**src/rtl/axis_rr_arbiter.sv**
```systemverilog
// Packet-locked round-robin AXI-Stream mux: one input port owns the output
// from its first beat through LAST, and every beat is tagged with its source port.
module axis_rr_arbiter #(
   parameter int N_PORTS      = 4,
   parameter int T_DATA_WIDTH = 8,
   parameter int T_ID_WIDTH   = 8
) (
   input  logic                              clk,
   input  logic                              reset,
   input  logic [N_PORTS*T_DATA_WIDTH-1:0]   s_data,
   input  logic [N_PORTS-1:0]                s_last,
   input  logic [N_PORTS-1:0]                s_valid,
   output logic [N_PORTS-1:0]                s_ready,
   output logic [T_ID_WIDTH-1:0]             m_id,
   output logic [T_DATA_WIDTH-1:0]           m_data,
   output logic                              m_last,
   output logic                              m_valid,
   input  logic                              m_ready,
   output logic                              busy
);

   localparam int GW = $clog2(N_PORTS);

   typedef enum logic {IDLE, BUSY} state_t;

   state_t            state_reg, state_next;
   logic [GW-1:0]     grant_reg, grant_next;
   logic [GW-1:0]     last_grant_reg, last_grant_next;
   logic [GW-1:0]     pick;
   logic [N_PORTS-1:0] grant_onehot;
   logic [T_DATA_WIDTH-1:0] s_data_arr [N_PORTS];

   genvar gi;
   generate
      for (gi = 0; gi < N_PORTS; gi++) begin : g_port
         assign s_data_arr[gi]   = s_data[gi*T_DATA_WIDTH +: T_DATA_WIDTH];
         assign grant_onehot[gi] = (state_reg == BUSY) && (grant_reg == GW'(gi));
         assign s_ready[gi]      = grant_onehot[gi] & m_ready;
      end
   endgenerate

   // Round-robin pick: the lowest requester above last_grant wins; if there is
   // none, the search wraps to the lowest requester at or below last_grant.
   always_comb begin
      pick = '0;
      for (int i = N_PORTS - 1; i >= 0; i--) begin
         if (s_valid[i] && (GW'(i) <= last_grant_reg)) begin
            pick = GW'(i);
         end
      end
      for (int i = N_PORTS - 1; i >= 0; i--) begin
         if (s_valid[i] && (GW'(i) > last_grant_reg)) begin
            pick = GW'(i);
         end
      end
   end

   always_comb begin
      state_next      = state_reg;
      grant_next      = grant_reg;
      last_grant_next = last_grant_reg;
      m_valid         = 1'b0;
      m_data          = '0;
      m_last          = 1'b0;
      m_id            = '0;
      busy            = 1'b0;
      case (state_reg)
         IDLE: begin
            if (|s_valid) begin
               grant_next = pick;
               state_next = BUSY;
            end
         end
         BUSY: begin
            busy    = 1'b1;
            m_valid = s_valid[grant_reg];
            m_data  = s_data_arr[grant_reg];
            m_last  = s_last[grant_reg];
            m_id    = T_ID_WIDTH'(grant_reg);
            if (s_valid[grant_reg] && m_ready && s_last[grant_reg]) begin
               state_next      = IDLE;
               last_grant_next = grant_reg;
            end
         end
         default: state_next = IDLE;
      endcase
   end

   // last_grant resets to the top port so that port 0 wins the first arbitration.
   always_ff @(posedge clk) begin
      if (reset) begin
         state_reg      <= IDLE;
         grant_reg      <= '0;
         last_grant_reg <= GW'(N_PORTS - 1);
      end else begin
         state_reg      <= state_next;
         grant_reg      <= grant_next;
         last_grant_reg <= last_grant_next;
      end
   end

endmodule

```
**config.mk**
```make
export PLATFORM = sky130hd
export DESIGN_NAME = axis_rr_arbiter
export DESIGN_NICKNAME = d
export VERILOG_FILES = /design/src/rtl/axis_rr_arbiter.sv
export SDC_FILE = /design/constraint.sdc
export NUM_CORES = 1
export LEC_CHECK = 0
export BUFFER_PORTS_ARGS = -buffer_cell sky130_fd_sc_hd__buf_2
export CAP_MARGIN = 20
export CORE_MARGIN = 3
export CORE_UTILIZATION = 40
export CTS_BUF_LIST = sky130_fd_sc_hd__clkbuf_4 sky130_fd_sc_hd__clkbuf_8
export DETAILED_ROUTE_END_ITERATION = 10
export PLACE_DENSITY = 0.87
export SYNTH_ARGS = -nofsm -noshare
export SYNTH_HDL_FRONTEND = slang
export SYNTH_SLANG_ARGS = --single-unit
```
**constraint.sdc**
```tcl
create_clock -name clk -period 2.6 [get_ports clk]
set_input_delay 0.39 -clock clk [delete_from_list [all_inputs] [get_ports clk]]
set_output_delay 0.39 -clock clk [all_outputs]
set_load 0.02 [all_outputs]
```
==> results of run 1 <==
## logic make-up after synthesis
logic type	share of synthesized area, %
DFF	14.3
and+or+nand+nor	25.7
AOI/OAI and AO/OA	8.93
muxes	36.1
buffers and inverters	14.5
other	0.535
## routing by layer
metal	part of all wire, %	wire length [um]	GRT usage (%)
met3	13	253	7.14
met5	0	0	0
met2	54	1060	32.7
met1	33	648	15.3
met4	0.41	8	3.23
## report_power, final
| part | internal [mW] | total (mW) | switching (mW) |
|---|---|---|---|
| logic | 0.0894 | 0.171 | 0.0819 |
| registers | 0.0825 | 0.0973 | 0.0148 |
| clock network | 0.0684 | 0.101 | 0.0321 |
| total | 0.240 | 0.369 | 0.129 |
## critical path: cells and delay by family (launching register included)
family,cells,cell delay [ps]
multiplexers,1,500
AND/OR/NAND/NOR,1,170
buffers and inverters,2,400
flip-flops,1,540
## path summary, 6_finish.rpt
path,from,to,slack (ps),cells past startpoint
max reg2reg,grant_reg[0]$_SDFFE_PP0P_,last_grant_reg[1]$_SDFFE_PP1P_,1070,5
min reg2reg,last_grant_reg[0]$_SDFFE_PP1P_,last_grant_reg[0]$_SDFFE_PP1P_,540,2
max,grant_reg[0]$_SDFFE_PP0P_,m_data[4],350,4
min,reset,grant_reg[1]$_SDFFE_PP0P_,400,2
## final cells by class
type | instances | share of cell area, %
Clock buffer | 4 | 3.02
Timing Repair Buffer | 61 | 31.2
Multi-Input combinational cell | 59 | 52.1
Inverter | 4 | 1.51
Sequential cell | 5 | 10.1
Tap cell | 16 | 2.02
## cell usage after synthesis
| cell type | instances |
|---|---|
| nor3_2 | 1 |
| mux4_2 | 8 |
| inv_1 | 4 |
| a21oi_1 | 4 |
| o21ai_0 | 1 |
| buf_6 | 3 |
| nand2_1 | 3 |
| and3_1 | 1 |
| nor3_1 | 2 |
| nor2b_1 | 2 |
| and2_1 | 11 |
| clkbuf_1 | 2 |
| mux4_1 | 2 |
| o22ai_1 | 2 |
| and3b_1 | 1 |
| nand2_2 | 1 |
| dfxtp_1 | 5 |
| nor2_2 | 1 |
| o221ai_1 | 1 |
| conb_1 | 1 |
| a211oi_1 | 1 |
| a211o_1 | 1 |
| nor3b_1 | 1 |
| and2_2 | 1 |
| nor4_1 | 1 |
| buf_4 | 6 |
| mux2i_1 | 2 |
| nor2_1 | 5 |
==> reports/results.ini, run 1 <==
[synth]
synth.top_cell.area_share_pct=25.7
yosys.cell_types.count=28
synth.ff_latch_count=5
yosysTopAreaCell=mux4_2
yosys_warnings=0
syn_inst=74
yosysSeqAreaShare_pct=14.3
syn_area_per_cell_um2=9.47
syn_area_um2=701
synth.area.top_cells=mux4_2 (26%), dfxtp_1 (14%), and2_1 (9.8%)

[cells_and_area]
area_growth_pct=41.8
fin_cells=149
drive_above_1_share_pct=57.9
multi_input_area_um2=518
final.fill_count=138
final_area_um2=993
layout_common_cells=buf_2 (59), and2_1 (11), mux4_2 (8)
final_util_pct=63.0
n_antenna_cell=0
final_common_cell=buf_2
seqCellArea_um2=100
nets=177

[detailed_routing]
via_per_inst=5.31
drtAntennaViolNets=0
drc=0
drtIter0Drc=9
wire_per_inst_um=13.2
totalWireLength_um=1970
via_count=791
dr.pass1.iters=4

[grt]
grt_pass1_vias=696
grt.overflow.total=0
grt_max_degree=19
grt_pass1_wl_um=2660
grt_antenna_before_repair=0
track_usage_pct=16.5

[clocking]
worstSkewPairLatency_ps=240
cts_hold_buf=0
numClockSinks=5
root_buffer=clkbuf_4
cts_resized=0
cts_buffers=3
htree_levels=1
path_clk_slew_ps=50
cts_tree=yes
cts.path.max_buffers=2
post-cts-setup-buffers=0

[die]
fp.coreArea_mm2=0.00158
initial_core_util_pct=44.4
num_io_pins=66
die_w_um=47.9
fp.dieH_um=47.9
dieArea_mm2=0.00229
rows=14

[critical_path]
crit_path_cell_trace=buf_4 -> mux4_2 -> and2_1 -> buf_2
crit_path_max_fanout=8
cp.required_ps=2210
start_kind=flip-flop
slowest_delay_ps=540
endpoint_kind=output pin
arrival_ps=1860
crit_type=flip-flop to output pin
crit_slowest_cell=dfxtp_1

[pwr]
power_mw=0.369
ir_drop_v=0.000323
p_leak_nw=0.532
cellPowerDensity_mw_per_mm2=372

[place]
gp_congestion=0.776
dp_hpwl_um=1670
place_area_um2=963
post-place-ws_ps=592
port_buffers=59
dp_cells=145

[timing]
finalClockSkew_ps=5.19
setup_viol=0
whs_ps=399
setup_tns_ps=0
hold_violations=0
period_minus_slack_ps=2250
period_share_pct=86.6
rsz0062_at_grt=no
maxSlewViolCount=0
fin_ws_ps=347
max_freq_ghz=0.444

[flow_run]
maxCapViolations=0

[hold_path]
hold_path.class=primary input to flip-flop

[run_status]
status=finished clean

No activity file was read; power rests on OpenSTA's default activity.
==> run 2, diff against run 1 <==
--- a/config.mk
+++ b/config.mk
@@ -12,6 +12,7 @@
 export CTS_BUF_LIST = sky130_fd_sc_hd__clkbuf_4 sky130_fd_sc_hd__clkbuf_8
 export DETAILED_ROUTE_END_ITERATION = 10
 export PLACE_DENSITY = 0.87
+export REMOVE_ABC_BUFFERS = 1
 export SYNTH_ARGS = -nofsm -noshare
 export SYNTH_HDL_FRONTEND = slang
 export SYNTH_SLANG_ARGS = --single-unit
==> run 2 against run 1 <==
Maximum frequency is 4.2% lower. Critical path type unchanged. Critical path depth is 1 lower. Count of clock-buffer cells in the layout stayed put. Utilization is 0.48 points lower. Die area stayed put.
==> reports/results.ini, run 2 (synthesized netlist as in run 1, its figures left out) <==
[detailed_routing]
wire_per_inst_um=14.3
dr.pass1.iters=4
drtIter0Drc=5
via_per_inst=5.20
totalWireLength_um=2110
via_count=769
drc=0
drtAntennaViolNets=0

[clocking]
cts_hold_buf=0
cts_resized=0
path_clk_slew_ps=50
cts_buffers=3
htree_levels=1
root_buffer=clkbuf_4
cts.path.max_buffers=2
post-cts-setup-buffers=0
numClockSinks=5
cts_tree=yes
worstSkewPairLatency_ps=260

[pwr]
cellPowerDensity_mw_per_mm2=378
p_leak_nw=0.527
p_sw_mw=0.134
p_seq_share_pct=26.6
switching_share_pct=36.0
clkPwrFrac_pct=28.4
ir_drop_v=0.000284
power_mw=0.373
p_int_mw=0.239
combinationalPowerShare_pct=45.0

[cells_and_area]
layout_common_cells=buf_2 (59), and2_1 (11), mux4_2 (8)
nets=176
fin_cells=148
final_common_cell=buf_2
drive_above_1_share_pct=57.6
n_antenna_cell=0
area_growth_pct=40.7
final_util_pct=62.5

[grt]
grt_pass1_vias=732
grt_max_degree=19
track_usage_pct=18.5
grt_pass1_wl_um=2920
grt.overflow.total=0
grt_antenna_before_repair=0

[place]
port_buffers=59
dp_cells=144
dp_hpwl_um=1800
gp_congestion=0.738

[timing]
maxSlewViolCount=0
tightestPinTransition_ps=666
setup_tns_ps=0
rsz0062_at_grt=no
max_slew_margin_pct=55.6
period_share_pct=90.5
hold_violations=0
finalClockSkew_ps=10.4
period_minus_slack_ps=2350
setup_viol=0
whs_ps=382
max_freq_ghz=0.425

[run_status]
status=finished clean

[critical_path]
endpoint_kind=output pin
crit_slowest_cell=dfxtp_1
slowest_delay_ps=740
arrival_ps=1960
start_kind=flip-flop
crit_path_cell_trace=mux4_2 -> and2_2 -> buf_2
cp.required_ps=2210
crit_path_max_fanout=14
crit_type=flip-flop to output pin

[die]
fp.dieH_um=47.9
num_io_pins=66
die_w_um=47.9
dieArea_mm2=0.00229
rows=14
initial_core_util_pct=44.4
fp.coreArea_mm2=0.00158

[flow_run]
maxCapViolations=0

[hold_path]
hold_path.class=primary input to flip-flop

==> run 2: cell types whose count changed in the layout (fill, tap and decap cells not counted), sizes merged <==
cell	delta
buf	-1
==> run 2: metrics by stage <==
step	instance area [um2]	setup slack, ps
floorplan	633	713
global placement	956	521
detailed placement	956	492
CTS	986	212
global route	986	130
finish	986	248
==> run 2: critical path, delay by kind of cell (launching register included) <==
kind	cells	cell delay (ps)
and+or+nand+nor	1	200
muxes	1	610
buffers and inverters	1	150
DFF	1	740
==> run 2: layer usage <==
metal	track usage [%]	part of all wire [%]
met5	0	0
met4	6.45	0.90
met3	7.52	12
met2	37.2	54
met1	15.8	33
==> run 2: final timing paths <==
path,from,endpoint,slack (ps),cells past startpoint
worst max-delay path,grant_reg[0]$_SDFFE_PP0P_,m_last,250,3
worst min-delay path,reset,state_reg$_SDFF_PP0_,380,2
worst max register to register,grant_reg[0]$_SDFFE_PP0P_,last_grant_reg[0]$_SDFFE_PP1P_,830,4
worst min register to register,grant_reg[1]$_SDFFE_PP0P_,grant_reg[1]$_SDFFE_PP0P_,560,2
==> run 2: final cells by class <==
class | count | area, um2
multi-input cells | 59 | 518
fillers | 128 | 591
well taps | 16 | 20.0
inverters | 4 | 15.0
clock buffers | 4 | 30.0
flip-flops and latches | 5 | 100
repair buffers | 60 | 303
==> run 2: power by group through the flow <==
stage / registers [mW] / logic, mW / clock network [mW]
after global routing: 0.101 / 0.182 / 0.113
after global placement: 0.100 / 0.163 / 0
final: 0.0993 / 0.168 / 0.106
after floorplan: 0.101 / 0.102 / 0
after CTS: 0.0997 / 0.168 / 0.109
after detailed placement: 0.101 / 0.168 / 0
